<file path="src/rtl/rf_wb_arbiter.sv">
// Writeback arbiter for the single reg_file write port: the datapath (A) has priority,
// the long-latency unit (B) drains through a FIFO, and a pending-write scoreboard drives stall.
module rf_wb_arbiter #(
    parameter int unsigned DEPTH      = 4,
    parameter int unsigned STARVE_MAX = 8
) (
    input  logic                     clk,
    input  logic                     rst,
    input  logic                     a_we,
    input  logic [4:0]               a_wa,
    input  logic [31:0]              a_wd,
    input  logic                     b_valid,
    output logic                     b_ready,
    input  logic [4:0]               b_wa,
    input  logic [31:0]              b_wd,
    input  logic                     iss_valid,
    input  logic [4:0]               iss_rd,
    output logic                     iss_ready,
    input  logic [4:0]               chk_rs,
    input  logic [4:0]               chk_rt,
    input  logic [4:0]               chk_rd,
    output logic                     stall,
    output logic                     rf_we,
    output logic [4:0]               rf_wa,
    output logic [31:0]              rf_wd,
    output logic [$clog2(DEPTH):0]   fifo_count
);
    localparam int unsigned PW = $clog2(DEPTH);
    localparam int unsigned CW = $clog2(STARVE_MAX) + 1;
    localparam logic [CW-1:0] STARVE_LAST = CW'(STARVE_MAX - 1);

    logic [4:0]    wa_mem [DEPTH];
    logic [31:0]   wd_mem [DEPTH];
    logic [PW-1:0] wr_ptr_q, wr_ptr_d, rd_ptr_q, rd_ptr_d;
    logic [PW:0]   count_q, count_d;
    logic [31:0]   busy_q, busy_d;
    logic [CW-1:0] starve_q, starve_d;
    logic          hold_q, hold_d;

    logic          empty, full, push, pop, a_own, sel_v;
    logic [4:0]    sel_wa, head_wa;
    logic [31:0]   sel_wd, head_wd, set_mask, clr_mask;

    assign empty      = (count_q == '0);
    assign full       = (count_q == (PW+1)'(DEPTH));
    assign b_ready    = ~full;
    assign push       = b_valid & ~full;
    assign head_wa    = wa_mem[rd_ptr_q];
    assign head_wd    = wd_mem[rd_ptr_q];
    assign fifo_count = count_q;

    always_comb begin
        pop    = 1'b0;
        a_own  = 1'b0;
        sel_v  = 1'b0;
        sel_wa = '0;
        sel_wd = '0;
        if (hold_q) begin
            pop    = ~empty;
            sel_v  = ~empty;
            sel_wa = head_wa;
            sel_wd = head_wd;
        end else if (a_we) begin
            a_own  = 1'b1;
            sel_v  = 1'b1;
            sel_wa = a_wa;
            sel_wd = a_wd;
        end else if (!empty) begin
            pop    = 1'b1;
            sel_v  = 1'b1;
            sel_wa = head_wa;
            sel_wd = head_wd;
        end
    end

    // Reset forces the port quiet even while A is still requesting.
    assign rf_we = ~rst & sel_v & (sel_wa != '0);
    assign rf_wa = rst ? '0 : sel_wa;
    assign rf_wd = rst ? '0 : sel_wd;

    assign stall = hold_q
                 | ((chk_rs != '0) & busy_q[chk_rs])
                 | ((chk_rt != '0) & busy_q[chk_rt])
                 | ((chk_rd != '0) & busy_q[chk_rd]);
    assign iss_ready = ~busy_q[iss_rd] & ~stall;

    assign set_mask = (iss_valid & iss_ready & (iss_rd != '0)) ? (32'd1 << iss_rd) : '0;
    assign clr_mask = (pop & (head_wa != '0)) ? (32'd1 << head_wa) : '0;

    always_comb begin
        busy_d   = (busy_q & ~clr_mask) | set_mask;
        wr_ptr_d = wr_ptr_q + (push ? PW'(1) : PW'(0));
        rd_ptr_d = rd_ptr_q + (pop ? PW'(1) : PW'(0));
        count_d  = count_q + {{PW{1'b0}}, push} - {{PW{1'b0}}, pop};
        starve_d = starve_q;
        hold_d   = 1'b0;
        // Only a cycle where A wins over a non-empty FIFO advances the starvation count.
        if (pop || empty) begin
            starve_d = '0;
        end else if (a_own) begin
            hold_d   = (starve_q == STARVE_LAST);
            starve_d = (starve_q == STARVE_LAST) ? starve_q : starve_q + CW'(1);
        end
    end

    always_ff @(posedge clk) begin
        if (push) begin
            wa_mem[wr_ptr_q] <= b_wa;
            wd_mem[wr_ptr_q] <= b_wd;
        end
    end

    always_ff @(posedge clk or posedge rst) begin
        if (rst) begin
            wr_ptr_q <= '0;
            rd_ptr_q <= '0;
            count_q  <= '0;
            busy_q   <= '0;
            starve_q <= '0;
            hold_q   <= 1'b0;
        end else begin
            wr_ptr_q <= wr_ptr_d;
            rd_ptr_q <= rd_ptr_d;
            count_q  <= count_d;
            busy_q   <= busy_d;
            starve_q <= starve_d;
            hold_q   <= hold_d;
        end
    end
endmodule

</file>
<file path="config.mk">
export PLATFORM = sky130hd
export DESIGN_NAME = rf_wb_arbiter
export DESIGN_NICKNAME = d
export VERILOG_FILES = /design/src/rtl/rf_wb_arbiter.sv
export SDC_FILE = /design/constraint.sdc
export NUM_CORES = 1
export LEC_CHECK = 0
export BUFFER_PORTS_ARGS = -buffer_cell sky130_fd_sc_hd__buf_4
export CAP_MARGIN = 25
export CORE_MARGIN = 5
export CORE_UTILIZATION = 40
export CTS_BUF_LIST = sky130_fd_sc_hd__clkbuf_8
export DETAILED_ROUTE_END_ITERATION = 12
export PLACE_DENSITY = 0.72
export SLEW_MARGIN = 25
export SYNTH_ARGS = -nofsm -noshare
export SYNTH_HDL_FRONTEND = slang
export SYNTH_SLANG_ARGS = --single-unit
export TNS_END_PERCENT = 10
</file>
<file path="constraint.sdc">
create_clock -name clk -period 10.1 [get_ports clk]
set_clock_uncertainty 0.15 [all_clocks]
set_input_delay 0 -clock clk [delete_from_list [all_inputs] [get_ports clk]]
set_output_delay 0 -clock clk [all_outputs]
set_load 0.01 [all_outputs]
</file>
==> results of run 1 <==
==> stage by stage <==
step | hold WS [ns] | cells | setup slack [ns] | util | area [um2]
final | 0.0930 | 1158 | 6.48 | 0.506 | 11500
after global routing | 0.0895 | 1158 | 6.38 | 0.506 | 11500
after CTS | 0.0910 | 1157 | 6.53 | 0.506 | 11500
after detailed placement | 0.0429 | 1073 | 7.18 | 0.466 | 10600
after global placement | 0.0404 | 1073 | 7.23 | 0.466 | 10600
after floorplan | -0.0904 | 680 | 6.17 | - | 9280
==> cell type report <==
type | count | area (um2) | share of cell area
timing repair buffer | 204 | 1660 | 0.145
clock buffer | 17 | 234 | 0.0204
multi-input combinational | 432 | 3510 | 0.305
clock inverter | 15 | 133 | 0.0115
sequential | 192 | 5550 | 0.483
tap | 285 | 357 | 0.0310
inverter | 12 | 45.0 | 0.00392
antenna | 1 | 2.50 | 0.000218
==> cell families after synthesis <==
family	count (synthesis)	share of synthesized area
XOR/XNOR	5	0.00472
adder cells (fa/ha/maj)	6	0.00890
AO/OA/AOI/OAI	131	0.0970
AND/OR/NAND/NOR	207	0.101
buffers and inverters	56	0.0275
flip-flops	192	0.598
multiplexers	83	0.163
==> registers in the layout, indices dropped and copies added (netlist names) <==
| register | count |
|---|---|
| wd_mem | 128 |
| rd_ptr_q | 2 |
| wa_mem | 20 |
| hold_q | 1 |
| fifo_count | 3 |
| busy_q | 32 |
| wr_ptr_q | 2 |
| starve_q | 4 |
==> cell usage in the layout, fill, tap and decap left out, types with 22 or more instances in the layout <==
cell | netlist | layout
buf_4 | 2 | 152
edfxtp_1 | 148 | 148
nand2_1 | 114 | 114
mux4_2 | 52 | 52
dlygate4sd3_1 | 0 | 52
dfrtp_1 | 44 | 43
a21oi_1 | 39 | 39
o21ai_0 | 32 | 32
nor2_1 | 24 | 22
mux2i_1 | 22 | 22
==> metal layers <==
layer / wire length [um] / global-route usage / vias to the layer above
li1: - / - / 2956
met5: 0 / 0 / -
met3: 1550 / 0.0426 / 24
met2: 10900 / 0.281 / 262
met1: 9760 / 0.234 / 3258
met4: 279 / 0.0419 / 0
==> worst max-delay path by stage <==
stage / to / cells past startpoint / slack (ns) / start
after global placement: fifo_count[2] / 9 / 7.23 / hold_q
after global routing: busy_q[7] / 8 / 6.38 / busy_q[19]
after detailed placement: fifo_count[2] / 9 / 7.18 / hold_q
after CTS: busy_q[21] / 8 / 6.53 / busy_q[19]
final: busy_q[21] / 8 / 6.48 / busy_q[19]
after floorplan: wa_mem[0][0] / 4 / 6.17 / fifo_count[1]
==> power groups by stage <==
| stage | Sequential, uW | Clock (uW) | Combinational (uW) |
|---|---|---|---|
| 3_5_place_dp | 1190 | 0 | 932 |
| 2_1_floorplan | 1140 | 0 | 654 |
| 6_report | 1170 | 460 | 937 |
| 3_3_place_gp | 1180 | 0 | 916 |
| 5_1_grt | 1190 | 511 | 1020 |
| 4_1_cts | 1170 | 471 | 950 |
==> Yosys cell counts (3+ instances only) <==
master     instances
dfrtp_1           44
buf_2             12
and3_1             3
o21ai_0           32
nor2b_1           20
nor2_1            24
edfxtp_1         148
nand4_1            5
o31ai_2           16
nand2_1          114
inv_1             12
mux2_1             3
nor3_1             7
a22oi_1            3
o21ai_1           13
mux4_2            52
xnor2_1            3
nand2b_1           9
a2111oi_0          4
a21oi_1           39
mux2i_1           22
ha_1               5
o31ai_1            4
a211oi_1           4
nand3_1           14
mux2_2             5
buf_6              3
a221oi_1           3
clkbuf_1          25
==> worst max-delay path, cell delays in order (launching register included) <==
cell and delay [ns]:
dfrtp_1 0.46, mux4_2 0.50, mux2i_1 0.14, mux2i_1 0.18
a2111oi_4 0.43, dlygate4sd3_1 0.85, nand4_1 0.13, dlygate4sd3_1 0.58
o21ai_1 0.12
==> impl_results.md, run 1 <==
* Worst vdd ir at around 0.11 mV
* Postcts setup bufs at 0
* Actual slew at the worst max-slew pin at between 0.9 and 1 ns
* Synth Warn # at 0
* Clock power frac at 0.179
* Critical path capture point type: flop
* Post-synth EDFFs at roughly 150
* CTS Sinks at around 190
* Core area at about 23,000 um2
* Max-cap violations at 0
* # rows at 55
* Layout fillers at 1,924
* # hold bufs at CTS at between 50 and 60
* Gr usage total at 0.172
* Tmin final at around 3.6 ns
* Pwr dens at between 200 and 250 nW/um2
* DR vias at ~6,500
* Combinational power share at 0.365
* Chip height at 162 um
* Final cycle utilization of the critical path at 0.358
* Root Driver: clkbuf_8
* Worst-skew pair later-pin latency at 0.45 ns
* Library cells used by synthesis at 52
* Max Slew Vio Count at 0
* Area share of the largest cell type after synthesis at 0.479
* # setup viols final at 0
* Sequential share of the synthesized area at 0.598
* Internal power at 1660 uW
* Global-route wire length before repair at approximately 36 mm
* Lkg Pwr at 0.00429 uW
* Vias per cell at approximately 5.6
* Hpwl dp at ~15 mm
* Setup TNS at 0 ns
* DR DRC count at 0
* Routability cong. at 0.878
* Starting Density at 0.408
* Final hold vios at 0
* Unrepaired setup endpoints after global routing: no
* Required @ worst endpoint at 10.34 ns
* Layout area overhead at 23.9%
* CTS H-tree depth at 4
* Outcome: finished clean
* Area contributors post-synth: edfxtp_1, mux4_2, dfrtp_1
* Remaining global-route overflow at 0
* Flop2flop setup slack at ~6.5 ns
* Yosys top cell by area: edfxtp_1
* CTS Buf Count at 17
* Layout cells sized above 1 at 0.306
* Predominant post-synthesis flop cell: edfxtp_1
* PortBufs at around 140
* Reg2reg start: busy_q[19]
* Largest net degree at the start of global routing at 46
* Crit path launch type: flop
* Number of synthesized register bits at about 190
* CP Data Arrival Time at 3.85 ns
* Net switching fraction of the power at 0.353
* Worst R2R Path Depth at 8
* Die area at 26,300 um2
* Syn avg cell area at about 14 um2
* Net Sw Power at about 910 uW
* Reg2reg end: busy_q[21]
* Syn Std Cell Area at 9280 um2
* Crit-path max FO at 11
* IO Count at 143
* Sequential share of power at 0.456
* Max Clk Rate at 277 MHz
* Final wirelength at roughly 22 mm
* Final Power at about 2600 uW
* Antenna violations before repair at 1
* TritonCTS clock tree: built
* Post_cts resized at 0
* Cell count after synthesis at 680
* Clk slew on worst S/H paths at 0.10 ns
* CP Class: reg -> reg
* Number of global-route vias before repair at 6,645
* Die X at between 150 and 200 um
* Final nets at slightly below 1,000
* Initial DRT Pass Iterations at 6
* Hold WC Path Type: in -> async
* Rel. slew slack at 0.341
* Wire per inst at a little under 20 um
* Antenna-violating nets left at 0
* 1st-iter DRT viols at ~520
* Post-synth ARST share at 0.229
* Post-Syn Nets at approximately 800
* Longest Clk Path Bufs at 2
Note: power is estimated with default switching activity, not from simulation.
==> inputs of run 2 (changes only) <==
--- a/config.mk
+++ b/config.mk
@@ -11,7 +11,7 @@
 export CORE_UTILIZATION = 40
 export CTS_BUF_LIST = sky130_fd_sc_hd__clkbuf_8
 export DETAILED_ROUTE_END_ITERATION = 12
-export PLACE_DENSITY = 0.72
+export PLACE_DENSITY = 0.74
 export SLEW_MARGIN = 25
 export SYNTH_ARGS = -nofsm -noshare
 export SYNTH_HDL_FRONTEND = slang
==> constraint.sdc (replaced) <==
create_clock -name clk -period 3 [get_ports clk]
set_clock_uncertainty 0.15 [all_clocks]
set_input_delay 0 -clock clk [delete_from_list [all_inputs] [get_ports clk]]
set_output_delay 0 -clock clk [all_outputs]
set_load 0.01 [all_outputs]
==> impl_results.md, run 2 (same netlist as run 1, synthesis figures left out) <==
* Outcome: finished clean (unchanged)
* Critical path capture point type: output pin (was flop)
* # setup viols final at 0 (unchanged)
* Area occupied by multi-input gates at 3510 um2 (about the same)
* Clock power frac at 0.190 (was 0.179)
* Worst R2R Path Depth at 8 (unchanged)
* Gr usage total at 0.177 (was 0.172)
* Starting Density at 0.408 (unchanged)
* CP Capture Point: iss_ready (was busy_q[21])
* Worst-skew pair later-pin latency at 0.47 ns (was 0.45 ns)
* CP Launch Point: busy_q[22] (was busy_q[19])
* Crit path launch type: flop (unchanged)
* Max-cap violations at 0 (unchanged)
* 1st-iter DRT viols at 623 (was 524)
* Largest register by flop count: wd_mem (unchanged)
* Net switching fraction of the power at 0.355 (was 0.353)
* Reg2reg start: busy_q[2] (was busy_q[19])
* Final cycle utilization of the critical path at 0.956
* Combinational power share at 0.363 (was 0.365)
* Required @ worst endpoint at 2.85 ns (was 10.34 ns)
* Antenna-violating nets left at 0 (unchanged)
* Reg2reg end: busy_q[19] (was busy_q[21])
* Final std cells w/o fill at 1,167 (was 1,158)
* Final nets at 973 (was 964)
* Placed insts at 1,081 (was 1,073)
* PortBufs at 142 (unchanged)
* Setup TNS at 0 ns (unchanged)
* Register Area at 5550 um2 (about the same)
* CTS H-tree depth at 4 (unchanged)
* Worst vdd ir at 0.316 mV (was 0.109 mV)
* Layout cells sized above 1 at 0.316 (was 0.306)
* Max Slew Vio Count at 0 (unchanged)
* Number of global-route vias before repair at 6,941 (was 6,645)
* Layout area overhead at 25.2% (was 23.9%)
* Die area at 26,300 um2 (unchanged)
* Top flop regs: wd_mem x128, busy_q x32, wa_mem x20 (unchanged)
* Global-route wire length before repair at 36.8 mm (was 35.9 mm)
* Pwr dens at 763 nW/um2 (was 224 nW/um2)
* Layout fillers at 1,897 (was 1,924)
* TritonCTS clock tree: built (unchanged)
* CTS Sinks at 192 (unchanged)
* Net Sw Power at 3150 uW (was 907 uW)
* Die X at 162 um (unchanged)
* Antenna violations before repair at 1 (unchanged)
* Routability cong. at 0.898 (was 0.878)
* Final hold vios at 0 (unchanged)
* Root Driver: clkbuf_8 (unchanged)
* Clk slew on worst S/H paths at 0.12 ns (was 0.10 ns)
* Largest net degree at the start of global routing at 45 (was 46)
* Hold WC Path Type: in -> async (unchanged)
* CP Data Arrival Time at 2.72 ns (was 3.85 ns)
* Longest Clk Path Bufs at 2 (unchanged)
* CTS Buf Count at 17 (unchanged)
* Final Power at 8860 uW (was 2570 uW)
* Chip height at 162 um (unchanged)
* Final wirelength at 22.8 mm (was 22.5 mm)
* Rel. slew slack at 0.581 (was 0.341)
* Commonest non-fill, non-tap cell in the layout: buf_4 (unchanged)
* # rows at 55 (unchanged)
* Crit-path max FO at 33 (was 11)
* CP Class: reg -> out (was reg -> reg)
* Lkg Pwr at 0.00436 uW (was 0.00429 uW)
* Wire per inst at 19.5 um (was 19.4 um)
* Max FFs per register at 128 (unchanged)
* Max Clk Rate at 349 MHz
* Actual slew at the worst max-slew pin at 0.627 ns (was 0.989 ns)
* Hpwl dp at 15.6 mm (was 14.7 mm)
* Remaining global-route overflow at 0 (unchanged)
* Core area at 22,700 um2 (unchanged)
* DR DRC count at 0 (unchanged)
* Leading cell types in the layout, fill and taps excluded: buf_4, edfxtp_1, nand2_1 (unchanged)
* IO Count at 143 (unchanged)
* Flop2flop setup slack at 0.14 ns (was 6.48 ns)
* Final core occ at 0.511 (was 0.506)
* Sequential share of power at 0.447 (was 0.456)
* Initial DRT Pass Iterations at 5 (was 6)
* Tmin final at ~2.9 ns
* Vias per cell at 5.56 (was 5.61)
* Internal power at 5710 uW (was 1660 uW)
* DR vias at 6,490 (was 6,500)
[run 2: changes by cell type in the layout (fill, tap and decap cells not counted), moves of 2 or more]
cell / before / now
buf_4: 152 / 159
clkinv_8: 1 / 3
clkinv_4: 7 / 1
inv_6: 2 / 5
inv_12: 0 / 2
[run 2: worst min-delay path by stage]
stage,endpoint,slack (ns),cells past startpoint
final,starve_q[0],0.1,4
after global routing,wd_mem[1][17],0.07,2
after CTS,wd_mem[2][20],0.08,2
after detailed placement,wd_mem[1][8],0.05,1
after global placement,wd_mem[3][3],0.05,1
after floorplan,iss_ready,-0.09,1
[run 2: layer usage]
metal | track usage | share of wire
met3 | 0.0480 | 0.093
met2 | 0.293 | 0.49
met4 | 0.0554 | 0.018
met1 | 0.229 | 0.40
met5 | 0 | 0
[run 2: critical path, stage by stage, from the launching register on]
cell and delay (ns):
dfrtp_1 0.45, mux4_2 0.49, mux2_2 0.29, and3_1 0.19, nor3_2 0.17, nand4_2 0.13, buf_12 0.21, a211oi_2 0.17
buf_4 0.15
[run 2: layout make-up]
class / count / area share
repair buffers: 213 / 0.150
multi-input cells: 432 / 0.302
well taps: 285 / 0.0307
clock inverters: 15 / 0.0149
flip-flops and latches: 192 / 0.478
diodes: 1 / 0.000215
inverters: 12 / 0.00388
clock buffers: 17 / 0.0201
[run 2: stage by stage]
step | setup WS [ns] | hold slack [ns] | area, um2
5_1_grt | -0.0125 | 0.0741 | 11600
6_report | 0.132 | 0.0982 | 11600
3_3_place_gp | 0.600 | 0.0518 | 10700
3_5_place_dp | 0.529 | 0.0525 | 10700
2_1_floorplan | -0.0735 | -0.0904 | 9280
4_1_cts | 0.0257 | 0.0767 | 11600
[run 2: what timing repair did]
item	4_1_cts	5_1_grt
hold buffers	52	0
resized for setup	0	6
endpoints found under the hold margin	226	0
endpoints found under the setup margin	0	4
buffers inserted	0	1
[run 2: power groups by stage]
stage	clock [uW]	sequential (uW)	combinational, uW
2_1_floorplan	0	3850	2200
3_3_place_gp	0	3970	3140
3_5_place_dp	0	4020	3170
4_1_cts	1720	3950	3230
5_1_grt	1850	4040	3520
6_report	1680	3960	3210
==> inputs of run 3 (changes only) <==
--- a/config.mk
+++ b/config.mk
@@ -7,11 +7,13 @@
 export LEC_CHECK = 0
 export BUFFER_PORTS_ARGS = -buffer_cell sky130_fd_sc_hd__buf_4
 export CAP_MARGIN = 25
-export CORE_MARGIN = 5
+export CELL_PAD_IN_SITES_DETAIL_PLACEMENT = 0
+export CELL_PAD_IN_SITES_GLOBAL_PLACEMENT = 1
 export CORE_UTILIZATION = 40
 export CTS_BUF_LIST = sky130_fd_sc_hd__clkbuf_8
 export DETAILED_ROUTE_END_ITERATION = 12
-export PLACE_DENSITY = 0.74
+export MAX_ROUTING_LAYER = met4
+export PLACE_DENSITY = 0.85
 export SLEW_MARGIN = 25
 export SYNTH_ARGS = -nofsm -noshare
 export SYNTH_HDL_FRONTEND = slang
==> impl_results.md, run 3 (same netlist as run 1, synthesis figures left out) <==
* Pwr dens at 761 nW/um2 (was 763 nW/um2)
* Required @ worst endpoint at 2.85 ns (about the same)
* Rel. slew slack at 0.387 (was 0.581)
* CP Data Arrival Time at 2.73 ns (was 2.72 ns)
* Wire per inst at 19.3 um (was 19.5 um)
* Critical path capture point type: output pin (unchanged)
* Largest register by flop count: wd_mem (unchanged)
* Hold path startpoint: b_wd[24]
* Die area at 23,800 um2 (was 26,300 um2)
* Max Slew Vio Count at 0 (unchanged)
* Starting Density at 0.408 (unchanged)
* Lkg Pwr at 0.00433 uW (was 0.00436 uW)
* Root Driver: clkbuf_8 (unchanged)
* Worst R2R Path Depth at 8 (unchanged)
* Commonest non-fill, non-tap cell in the layout: buf_4 (unchanged)
* Antenna violations before repair at 0 (was 1)
* 1st-iter DRT viols at 377 (was 623)
* Global-route wire length before repair at 35.7 mm (was 36.8 mm)
* Worst vdd ir at 0.478 mV (was 0.316 mV)
* Crit-path max FO at 33 (unchanged)
* Outcome: finished clean (unchanged)
* Worst-skew pair later-pin latency at 0.46 ns (was 0.47 ns)
* DR vias at 6,515 (was 6,490)
* TritonCTS clock tree: built (unchanged)
* Number of diodes at 0 (was 1)
* CP Class: reg -> out (unchanged)
* Hold WC Path Type: in -> reg (was in -> async)
* Layout fillers at 1,922 (was 1,897)
* PortBufs at 142 (unchanged)
* Longest Clk Path Bufs at 2 (unchanged)
* Gr usage total at 0.202 (was 0.177)
* Hold endpoint: wd_mem[1][24]
* Final hold vios at 0 (unchanged)
* Final std cells w/o fill at 1,165 (was 1,167)
* Reg2reg start: busy_q[2] (unchanged)
* Core area at 22,700 um2 (unchanged)
* Chip height at 154 um (was 162 um)
* Clk slew on worst S/H paths at 0.10 ns (was 0.12 ns)
* Actual slew at the worst max-slew pin at 0.920 ns (was 0.627 ns)
* IO Count at 143 (unchanged)
* CTS Sinks at 192 (unchanged)
* Initial DRT Pass Iterations at 5 (unchanged)
* Crit path launch type: flop (unchanged)
* Top flop regs: wd_mem x128, busy_q x32, wa_mem x20 (unchanged)
* Final cycle utilization of the critical path at 0.962 (was 0.956)
* Leading cell types in the layout, fill and taps excluded: buf_4, edfxtp_1, nand2_1 (unchanged)
* Number of global-route vias before repair at 6,534 (was 6,941)
* Flop2flop setup slack at 0.14 ns (about the same)
* Unrepaired setup endpoints after global routing: yes
* Layout area overhead at 24.8% (was 25.2%)
* Largest net degree at the start of global routing at 45 (unchanged)
* Placed insts at 1,079 (was 1,081)
* DR DRC count at 0 (unchanged)
* Final nets at 972 (was 973)
* Antenna-violating nets left at 0 (unchanged)
* Layout cells sized above 1 at 0.317 (was 0.316)
* Vias per cell at 5.59 (was 5.56)
* Tmin final at 2.88 ns (was 2.87 ns)
* Max Clk Rate at 347 MHz (was 349 MHz)
* Hpwl dp at 15.0 mm (was 15.6 mm)
* Reg2reg end: busy_q[22] (was busy_q[19])
* Final wirelength at 22.4 mm (was 22.8 mm)
* CTS Buf Count at 17 (unchanged)
* Routability cong. at 0.962 (was 0.898)
* Final core occ at 0.510 (was 0.511)
* # setup viols final at 0 (unchanged)
* CTS H-tree depth at 4 (unchanged)
* # rows at 55 (unchanged)
* Hold path depth at 2
* Remaining global-route overflow at 0 (unchanged)
* Max FFs per register at 128 (unchanged)
* Die X at 154 um (was 162 um)
* Max-cap violations at 0 (unchanged)
-- run 3: metal layers --
| layer | up-vias | GRT usage | share of wire |
|---|---|---|---|
| met5 | - | - | 0 |
| met4 | 0 | 0.0688 | 0.016 |
| met3 | 24 | 0.0361 | 0.061 |
| met2 | 246 | 0.327 | 0.50 |
| met1 | 3279 | 0.258 | 0.42 |
| li1 | 2966 | - | - |
-- run 3: timing repair --
action,in CTS,in global routing
endpoints found under the setup margin,2,6
setup buffers,0,3
pin swaps,0,0
endpoints found under the hold margin,226,0
gates resized for setup,2,2
hold buffers,51,0
-- run 3: layout make-up --
cell class | instances | area (um2) | share of cell area
Clock buffer | 17 | 234 | 0.0202
Inverter | 12 | 45.0 | 0.00389
Sequential cell | 192 | 5550 | 0.480
Multi-Input combinational cell | 432 | 3520 | 0.304
Clock inverter | 15 | 144 | 0.0124
Tap cell | 285 | 357 | 0.0308
Timing Repair Buffer | 212 | 1730 | 0.149
-- run 3: report_power, final --
| part | total [uW] | switching (uW) | internal [uW] |
|---|---|---|---|
| logic | 3180 | 1660 | 1520 |
| clock network | 1620 | 940 | 682 |
| registers | 4010 | 461 | 3550 |
| total | 8810 | 3070 | 5740 |
-- run 3: how the worst max path moves through the flow --
stage	from	end	depth (start not counted)
after floorplan	fifo_count[1]	wa_mem[1][0]	6
after global placement	busy_q[17]	busy_q[2]	7
after detailed placement	busy_q[17]	busy_q[2]	7
after CTS	rd_ptr_q[0]	rf_we	7
after global routing	busy_q[18]	iss_ready	8
final	busy_q[17]	iss_ready	8
-- run 3: critical path, stage by stage (launching register included) --
cell and delay [ns]:
dfrtp_1 0.43, mux4_1 0.51, mux2_2 0.29, and3_1 0.19, nor3_2 0.20, nand4_2 0.10, buf_6 0.23, a211oi_2 0.18
buf_4 0.15
-- run 3: stage by stage --
stage | instance area [um2] | hold slack (ns) | setup TNS, ns | power, uW | setup WS (ns)
final | 11600 | 0.126 | 0 | 8810 | 0.115
after global routing | 11600 | 0.0888 | -0.0100 | 9310 | -0.0100
after CTS | 11500 | 0.0898 | 0 | 8840 | 0.0341
after detailed placement | 10600 | 0.0524 | 0 | 7170 | 0.443
after global placement | 10600 | 0.0510 | 0 | 7090 | 0.500
after floorplan | 9280 | -0.0904 | -5.43 | 6050 | -0.0735
